<file path="config.mk">
export PLATFORM = sky130hd
export DESIGN_NAME = game_status_flat
export DESIGN_NICKNAME = d
export VERILOG_FILES = /design/src/rtl/game_pkg.sv /design/src/rtl/game_status_if.sv /design/src/rtl/bcd_digit.sv /design/src/rtl/game_status.sv /design/src/flat_wrapper.sv
export SDC_FILE = /design/constraint.sdc
export NUM_CORES = 1
export LEC_CHECK = 0
export ABC_AREA = 1
export BUFFER_PORTS_ARGS = -buffer_cell sky130_fd_sc_hd__buf_2
export CAP_MARGIN = 20
export CORE_MARGIN = 10
export CORE_UTILIZATION = 50
export CTS_CLUSTER_DIAMETER = 60
export DETAILED_ROUTE_END_ITERATION = 10
export GPL_TIMING_DRIVEN = 0
export PLACE_DENSITY = 0.73
export SLEW_MARGIN = 5
export SYNTH_ARGS = -nofsm -noshare
export SYNTH_HDL_FRONTEND = slang
export SYNTH_HIERARCHICAL = 1
export SYNTH_SLANG_ARGS = --single-unit
</file>
<file path="constraint.sdc">
create_clock -name vga_clk -period 3.95 [get_ports vga_clk]
set_input_delay 0.395 -clock vga_clk [delete_from_list [all_inputs] [get_ports vga_clk]]
set_output_delay 0.395 -clock vga_clk [all_outputs]
set_load 0.02 [all_outputs]
</file>
<file path="src/rtl/game_pkg.sv">
// Shared game constants: FSM encodings, status field widths and end-page colours.
package game_pkg;

   localparam int unsigned STATE_W = 2;
   localparam int unsigned SCORE_W = 10;
   localparam int unsigned DIGIT_W = 4;
   localparam int unsigned BCD_W   = 3 * DIGIT_W;
   localparam int unsigned TIME_W  = 8;
   localparam int unsigned LIVES_W = 2;

   localparam logic [STATE_W-1:0] ST_IDLE = 2'd0;
   localparam logic [STATE_W-1:0] ST_PLAY = 2'd1;
   localparam logic [STATE_W-1:0] ST_WON  = 2'd2;
   localparam logic [STATE_W-1:0] ST_LOST = 2'd3;

   // 12-bit RGB colours used by the end-page renderer
   localparam logic [11:0] COL_BLACK = 12'h000;
   localparam logic [11:0] COL_WHITE = 12'hFFF;
   localparam logic [11:0] COL_WIN   = 12'h0F0;
   localparam logic [11:0] COL_LOSE  = 12'hF00;

endpackage : game_pkg

</file>
<file path="src/rtl/game_status_if.sv">
// Game event pulses in, status fields out; slave side is the status block.
interface game_status_if;
   import game_pkg::*;

   logic               game_start;
   logic               score_inc;
   logic               hit;
   logic [SCORE_W-1:0] score;
   logic [BCD_W-1:0]   score_bcd;
   logic [TIME_W-1:0]  game_time;
   logic [LIVES_W-1:0] lives;
   logic               playing;
   logic               game_over;
   logic               game_won;

   modport master (
      output game_start, score_inc, hit,
      input  score, score_bcd, game_time, lives, playing, game_over, game_won
   );

   modport slave (
      input  game_start, score_inc, hit,
      output score, score_bcd, game_time, lives, playing, game_over, game_won
   );

endinterface : game_status_if

</file>
<file path="src/rtl/bcd_digit.sv">
// One BCD digit: increments on inc, wraps 9->0 with carry, synchronous clear.
module bcd_digit
   import game_pkg::*;
(
   input  logic               clk,
   input  logic               rst,
   input  logic               clr,
   input  logic               inc,
   output logic [DIGIT_W-1:0] digit,
   output logic               carry_c
);

   // Carry ripples combinationally so all digits update on the same edge
   assign carry_c = inc && (digit == DIGIT_W'(9));

   // Digit register
   always_ff @(posedge clk) begin
      if (rst || clr)
         digit <= '0;
      else if (inc)
         digit <= carry_c ? '0 : digit + DIGIT_W'(1);
   end

endmodule : bcd_digit

</file>
<file path="src/rtl/game_status.sv">
// Game status tracker: score (binary + BCD), lives, elapsed seconds and
// IDLE/PLAY/WON/LOST state. Define GAME_TIME_LIMIT_EN to lose the game when
// game_time reaches TIME_LIMIT_S.
module game_status
   import game_pkg::*;
#(
   parameter int unsigned CLK_HZ       = 25000000,
   parameter int unsigned WIN_SCORE    = 100,
   parameter int unsigned START_LIVES  = 3,
   parameter int unsigned TIME_LIMIT_S = 120
)(
   input  logic          vga_clk,
   input  logic          sys_rst,
   game_status_if.slave  bus
);

   localparam int unsigned PRESC_W = (CLK_HZ > 1) ? $clog2(CLK_HZ) : 1;

   if (CLK_HZ < 1 || WIN_SCORE < 1 || WIN_SCORE > 999 ||
       START_LIVES < 1 || START_LIVES > 3 ||
       TIME_LIMIT_S < 1 || TIME_LIMIT_S > 255) begin : g_param_err
      $error("game_status: parameter out of range");
   end

   logic [STATE_W-1:0] state;
   logic [STATE_W-1:0] state_next;
   logic [SCORE_W-1:0] score;
   logic [TIME_W-1:0]  game_time;
   logic [LIVES_W-1:0] lives;
   logic [PRESC_W-1:0] presc;
   logic               playing;
   logic               game_over;
   logic               game_won;

   logic               in_play_c;
   logic               start_c;
   logic               tick_c;
   logic               win_c;
   logic               loss_c;
   logic               timeout_c;

   logic [DIGIT_W-1:0] dig_ones;
   logic [DIGIT_W-1:0] dig_tens;
   logic [DIGIT_W-1:0] dig_hund;
   logic               carry_ones_c;
   logic               carry_tens_c;
   logic               carry_unused;

   // Event decode for the current cycle
   always_comb begin
      in_play_c = (state == ST_PLAY);
      start_c   = bus.game_start && !in_play_c;
      tick_c    = in_play_c && (presc == PRESC_W'(CLK_HZ - 1));
      win_c     = in_play_c && bus.score_inc && (score == SCORE_W'(WIN_SCORE - 1));
      loss_c    = in_play_c && bus.hit && (lives == LIVES_W'(1));
`ifdef GAME_TIME_LIMIT_EN
      timeout_c = tick_c && (game_time == TIME_W'(TIME_LIMIT_S - 1));
`else
      timeout_c = 1'b0;
`endif
   end

   // Next-state logic; a loss beats a same-cycle win
   always_comb begin
      state_next = state;
      case (state)
         ST_PLAY: begin
            if (loss_c || timeout_c)
               state_next = ST_LOST;
            else if (win_c)
               state_next = ST_WON;
         end
         default: begin
            if (bus.game_start)
               state_next = ST_PLAY;
         end
      endcase
   end

   // State register
   always_ff @(posedge vga_clk) begin
      if (sys_rst)
         state <= ST_IDLE;
      else
         state <= state_next;
   end

   // Registered status flags mirror the upcoming state
   always_ff @(posedge vga_clk) begin
      if (sys_rst) begin
         playing   <= 1'b0;
         game_over <= 1'b0;
         game_won  <= 1'b0;
      end else begin
         playing   <= (state_next == ST_PLAY);
         game_over <= (state_next == ST_LOST);
         game_won  <= (state_next == ST_WON);
      end
   end

   // Score, lives, prescaler and seconds; frozen outside PLAY
   always_ff @(posedge vga_clk) begin
      if (sys_rst) begin
         score     <= '0;
         lives     <= '0;
         game_time <= '0;
         presc     <= '0;
      end else if (start_c) begin
         score     <= '0;
         lives     <= LIVES_W'(START_LIVES);
         game_time <= '0;
         presc     <= '0;
      end else if (in_play_c) begin
         if (bus.score_inc)
            score <= score + SCORE_W'(1);
         if (bus.hit && (lives != '0))
            lives <= lives - LIVES_W'(1);
         if (tick_c) begin
            presc <= '0;
            if (game_time != '1)
               game_time <= game_time + TIME_W'(1);
         end else begin
            presc <= presc + PRESC_W'(1);
         end
      end
   end

   bcd_digit u_ones (
      .clk     (vga_clk),
      .rst     (sys_rst),
      .clr     (start_c),
      .inc     (in_play_c && bus.score_inc),
      .digit   (dig_ones),
      .carry_c (carry_ones_c)
   );

   bcd_digit u_tens (
      .clk     (vga_clk),
      .rst     (sys_rst),
      .clr     (start_c),
      .inc     (carry_ones_c),
      .digit   (dig_tens),
      .carry_c (carry_tens_c)
   );

   bcd_digit u_hund (
      .clk     (vga_clk),
      .rst     (sys_rst),
      .clr     (start_c),
      .inc     (carry_tens_c),
      .digit   (dig_hund),
      .carry_c (carry_unused)
   );

   assign bus.score     = score;
   assign bus.score_bcd = {dig_hund, dig_tens, dig_ones};
   assign bus.game_time = game_time;
   assign bus.lives     = lives;
   assign bus.playing   = playing;
   assign bus.game_over = game_over;
   assign bus.game_won  = game_won;

endmodule : game_status

</file>
<file path="src/flat_wrapper.sv">
// flat-port wrapper written by rule: the top's interface ports become plain ports
module game_status_flat import game_pkg::*;
#(
   parameter int unsigned CLK_HZ       = 25000000,
   parameter int unsigned WIN_SCORE    = 100,
   parameter int unsigned START_LIVES  = 3,
   parameter int unsigned TIME_LIMIT_S = 120
)
  (vga_clk, sys_rst, bus_game_start, bus_score_inc, bus_hit, bus_score, bus_score_bcd, bus_game_time, bus_lives, bus_playing, bus_game_over, bus_game_won);
  game_status_if bus_i ();
  input  logic vga_clk;
  input  logic sys_rst;
  input wire logic [$bits(bus_i.game_start)-1:0] bus_game_start;
  input wire logic [$bits(bus_i.score_inc)-1:0] bus_score_inc;
  input wire logic [$bits(bus_i.hit)-1:0] bus_hit;
  output wire logic [$bits(bus_i.score)-1:0] bus_score;
  output wire logic [$bits(bus_i.score_bcd)-1:0] bus_score_bcd;
  output wire logic [$bits(bus_i.game_time)-1:0] bus_game_time;
  output wire logic [$bits(bus_i.lives)-1:0] bus_lives;
  output wire logic [$bits(bus_i.playing)-1:0] bus_playing;
  output wire logic [$bits(bus_i.game_over)-1:0] bus_game_over;
  output wire logic [$bits(bus_i.game_won)-1:0] bus_game_won;
  assign bus_i.game_start = bus_game_start;
  assign bus_i.score_inc = bus_score_inc;
  assign bus_i.hit = bus_hit;
  assign bus_score = bus_i.score;
  assign bus_score_bcd = bus_i.score_bcd;
  assign bus_game_time = bus_i.game_time;
  assign bus_lives = bus_i.lives;
  assign bus_playing = bus_i.playing;
  assign bus_game_over = bus_i.game_over;
  assign bus_game_won = bus_i.game_won;
  game_status #(.CLK_HZ(CLK_HZ), .WIN_SCORE(WIN_SCORE), .START_LIVES(START_LIVES), .TIME_LIMIT_S(TIME_LIMIT_S)) u_core (.vga_clk(vga_clk), .sys_rst(sys_rst), .bus(bus_i));
endmodule
</file>
# --- After elaboration in Yosys (flattened, before gate mapping) ---
# Index checks and enable logic that the tools add are counted.
classes:
  addsub: 7
  multipliers: 0
  n_div: 0
  n_lt_le_gt_ge: 0
  n_eq_ne: 11
  shift: 0
  n_mux: 11
  bitwise: 0
  reduce_logical: 19
ops:
  columns: ["op", "count"]
  rows:
  - ["25-bit by 1-bit adder with 25-bit output, second input constant", 1]
  - ["25-bit == test, second input constant", 1]
  - ["25-bit 2-to-1 mux", 1]
  - ["2-bit 2-to-1 mux", 7]
  - ["4-bit by 1-bit adder with 4-bit output, second input constant", 3]
  - ["4-bit == test, second input constant", 3]
  - ["4-bit 2-to-1 mux", 3]
  - ["10-bit by 1-bit adder with 10-bit output, second input constant", 1]
  - ["10-bit by 7-bit == test with 1-bit output, second input constant", 1]
  - ["1-bit logical AND", 10]
  - ["8-bit by 1-bit adder with 8-bit output, second input constant", 1]
  - ["8-bit != test, second input constant", 1]
  - ["2-bit by 1-bit == test with 1-bit output, second input constant", 3]
  - ["2-bit nonzero test", 3]
  - ["2-bit == test, second input constant", 2]
  - ["2-bit AND reduction", 2]
  - ["3-bit AND reduction", 1]
  - ["2-bit OR reduction", 1]
  - ["2-bit by 1-bit subtractor with 2-bit output, second input constant", 1]
  - ["1-bit zero test", 1]
  - ["1-bit logical OR", 1]
word_totals:
  reg_bits: 62
  latch_bits: 0
  ramBits: 0
  mem_bits_ro: 0
  inputBits: 5
  out_inout_bits: 35
  elab_cells: 59
  memories: 0

# --- Depth between registers and ports, before layout ---
depth:
  depth_word: 7
  ltp_mapped: 12
  mapped_depth_nobuf: 12

# --- Cells and area by module ---
# Netlist, hierarchy kept.
modules_own_cells:
  columns: ["mod", "n_inst", "cells_per_inst", "area_each_um2", "seq_area_each_um2"]
  rows:
  - ["game_status", 1, 433, 2801.4, 1001.0]
  - ["bcd_digit", 3, 33, 229.0, 80.1]

# --- Least setup slack after synthesis ---
# OpenSTA, ideal clock, no wires.
synth_path:
  path_type: "register to register"
  from: "register u_core.u_ones.digit[0]"
  to: "register u_core.u_hund.digit[2]"
  setup_ps: 113
  t_arrival_ps: 1595
  required_time_ps: 3837
  setup_slack_ps: 2242
  stages_incl_launch_ff: 9
  path_buffers: 0
  period_less_slack_ps: 1708
  cell_sequence: "dfxtp_1 ha_1 nand4_1 inv_1 nand4_1 inv_1 nand4_1 nand2_1 nor2_1"
synth_between:
  elab_chain_len: 5
synth_lines:
  columns: ["element", "line", "text"]
  rows:
  - ["from (decl)", "bcd_digit.sv:9", "output logic [DIGIT_W-1:0] digit,"]
  - ["from (signal assigned)", "bcd_digit.sv:21", "digit <= carry_c ? '0 : digit + DIGIT_W'(1);"]
  - ["4-bit == test (*)", "bcd_digit.sv:14", "assign carry_c = inc && (digit == DIGIT_W'(9));"]
  - ["1-bit logical AND (*)", "bcd_digit.sv:14", null]
  - ["named net u_core.carry_ones_c", "game_status.sv:45", "logic carry_ones_c;"]
  - ["1-bit logical AND (*)", "bcd_digit.sv:14", null]
  - ["named net u_core.carry_tens_c", "game_status.sv:46", "logic carry_tens_c;"]
  - ["1-bit logical AND", "bcd_digit.sv:14", null]
  - ["4-bit 2-to-1 mux", "bcd_digit.sv:21", null]
  - ["to (signal assigned)", "bcd_digit.sv:21", null]
  - ["to (decl)", "bcd_digit.sv:9", null]
# The timed path passes the listed nets; every way through them passes the cells marked *.
# A chain may end at the register's enable or synchronous reset.

# --- Worst setup path after layout ---
layout_path:
  from: "register u_core.state[1]"
  to: "register u_core.u_hund.digit[2]"
layout_between:
  elab_chain_len: 6
  word_cells_on_any_way: 9
  classes_between: "1 x eq/ne; 1 x mux; 7 x reduce/logical"
layout_lines:
  columns: ["element", "line", "text"]
  rows:
  - ["from (decl)", "game_status.sv:25", "logic [STATE_W-1:0] state;"]
  - ["from (signal assigned)", "game_status.sv:85", "state <= state_next;"]
  - ["2-bit by 1-bit == test with 1-bit output (*)", "game_status.sv:51", "in_play_c = (state == ST_PLAY);"]
  - ["1-bit logical AND (*)", "game_status.sv:132", ".inc (in_play_c && bus.score_inc),"]
  - ["1-bit logical AND (*)", "bcd_digit.sv:14", null]
  - ["named net u_core.carry_ones_c", "game_status.sv:45", null]
  - ["1-bit logical AND (*)", "bcd_digit.sv:14", null]
  - ["named net u_core.carry_tens_c", "game_status.sv:46", null]
  - ["1-bit logical AND", "bcd_digit.sv:14", null]
  - ["4-bit 2-to-1 mux", "bcd_digit.sv:21", null]
# Marked as above.

==> metrics.yaml <==
path_max_fanout: 9
grt_pass1_wl_um: 13300
cp-start-kind: "register"
grt_setup_unrepaired: "no"
io_buffers: 39
r2r_cells: 10
vias: 3272
grt_use_met2_pct: 26.3
p_leak_nw: 1.81
drc: 0
die_h_um: 103
postCtsHoldBufs: 0
die_w_um: 103
synth_nets: 547
drive_above_1_share_pct: 16.2
instances_no_fill: 682
antenna_found_initial: 0
ir_drop_v: 0.000183
rrSetupSlack_ns: 1.95
hold_depth: 2
timing.hold.worst_endpoint: "u_core/bus.lives[0]$_SDFFE_PP0P_"
tns_ns: 0
insertion_delay_ns: 0.35
final_antenna_net_count: 0
placed_cells: 666
setup_viol: 0
cts_buffer_depth: 2
drv_slew: 0
cts_setup_buffers: 0
grtUsageMet3_pct: 3.46
fin_skew_ns: 0.00915
synth_area_sq_mm: 0.00348
final_hold_viol_count: 0
critPathCaptureType: "register"
cts_sinks: 62
dr.pass1.iters: 4
place_congestion: 0.884
io_pins: 40
use_met1_pct: 18.0
grtUsageTotal_pct: 15.4
maxCapViolations: 0
worst_slew_pin_slew_ns: 0.291
period_minus_slack_ns: 2.00
min_period_over_period_pct: 50.6
reg2reg_from: "u_core/state[1]$_SDFF_PP0_"
maxSlewHeadroom_pct: 80.5
finalNetCount: 597
max_freq_mhz: 500
drt_iter0_drc: 160
cts_root_buffer: "clkbuf_8"
place.detailed.hpwl_um: 5820
numCtsBuffers: 9
area_growth_pct: 14.8
p_per_area_mw_per_mm2: 324
hp-start: "sys_rst"
grt-ovfl-total: 0
clk_pin_slew_ns: 0.07
initial_utilization_pct: 51.3
nFillCells: 638
crit_type: "reg -> reg"
htreeDepth: 3
multi_input_area_sq_mm: 0.00190
busiest_layer: "met2"
diodes: 0
status: "complete, no violations"
core.rowCount: 30
whs_ns: 0.307
arrival_ns: 2.24
wl_per_cell_um: 11.5
grt_max_degree: 11
seqCellArea_sq_mm: 0.00124
first_global_vias: 3145
required_ns: 4.19
hp-class: "in -> reg"
timing.rr.end: "u_core/u_hund/digit[2]$_SDFFE_PP0P_"
die_area_sq_mm: 0.0107
cts_tree: "done"
routed_via_density: 4.80
core_sq_mm: 0.00679
synthCells: 531
drt-total-wl_um: 7830
synth_area_per_cell_sq_um: 6.56
cts_resized: 0
yosys_warnings: 6
==> sequential cells by signal (all words and copies together) (netlist names), 2 cells and up <==
name / cells
u_core/u_tens/digit: 4
u_core/presc: 25
u_core/bus.lives: 2
u_core/bus.score: 10
u_core/bus.game_time: 8
u_core/u_hund/digit: 4
u_core/u_ones/digit: 4
u_core/state: 2
==> worst max-delay path, stage by stage, from the launching register on <==
cell and delay, ns:
dfxtp_1 0.34, inv_1 0.12, nand2_4 0.11, nor2_4 0.21, nand4_1 0.22, inv_1 0.17, nand4_1 0.18, inv_1 0.17
nand4_1 0.18, nand2_1 0.14, nor2_1 0.05
==> per-layer routing <==
metal,wire (um),up-vias
met5,0,-
li1,-,1745
met3,289,9
met4,142,0
met2,3830,42
met1,3560,1476
==> layout by cell type, fill, tap and decap left out, drive strengths merged, types with 2 or more instances in the layout <==
cell type and count:
inv 82, a31oi 3, nor3 11, or2 3, nor4 2, nand3b 2
xor2 9, buf 43, a21oi 15, nand4 8, clkbuf 13, nand3 46
nor2 114, nor3b 2, nand2 145, ha 11, dfxtp 62, o21ai 10
==> cell type report <==
| cell class | count | share of cell area (%) |
|---|---|---|
| Buffer | 4 | 0.876 |
| Clock buffer | 13 | 3.97 |
| Clock inverter | 3 | 1.06 |
| Inverter | 82 | 7.69 |
| Multi-Input combinational cell | 383 | 47.5 |
| Sequential cell | 62 | 31.0 |
| Tap cell | 96 | 3.00 |
| Timing Repair Buffer | 39 | 4.88 |
==> worst max path at each step <==
| stage | slack [ns] | from | endpoint |
|---|---|---|---|
| after floorplan | 2.26 | u_core/u_ones/digit[0]$_SDFFE_PP0P_ | u_core/u_hund/digit[3]$_SDFFE_PP0P_ |
| after global placement | 1.98 | bus_score_inc | u_core/u_hund/digit[2]$_SDFFE_PP0P_ |
| after detailed placement | 1.96 | bus_score_inc | u_core/u_hund/digit[3]$_SDFFE_PP0P_ |
| after CTS | 1.97 | u_core/state[1]$_SDFF_PP0_ | u_core/u_hund/digit[2]$_SDFFE_PP0P_ |
| after global routing | 1.78 | u_core/state[1]$_SDFF_PP0_ | u_core/u_hund/digit[2]$_SDFFE_PP0P_ |
| final | 1.95 | u_core/state[1]$_SDFF_PP0_ | u_core/u_hund/digit[2]$_SDFFE_PP0P_ |
==> power breakdown <==
part / internal [mW] / switching (mW) / leakage (nW)
Combinational: 0.0261 / 0.0574 / 1.21
Clock: 0.325 / 0.249 / 0.0996
Sequential: 0.632 / 0.00660 / 0.501
==> stage by stage <==
stage	setup slack [ns]	utilization, %	power (mW)	cell area, sq um
after floorplan	2.26	-	0.711	3480
after global placement	1.98	55.9	0.733	3800
final	1.95	58.9	1.30	4000
after global routing	1.78	58.9	1.35	4000
after CTS	1.97	58.9	1.31	4000
after detailed placement	1.96	55.9	0.736	3800
Power figures use the tool's default switching activity.
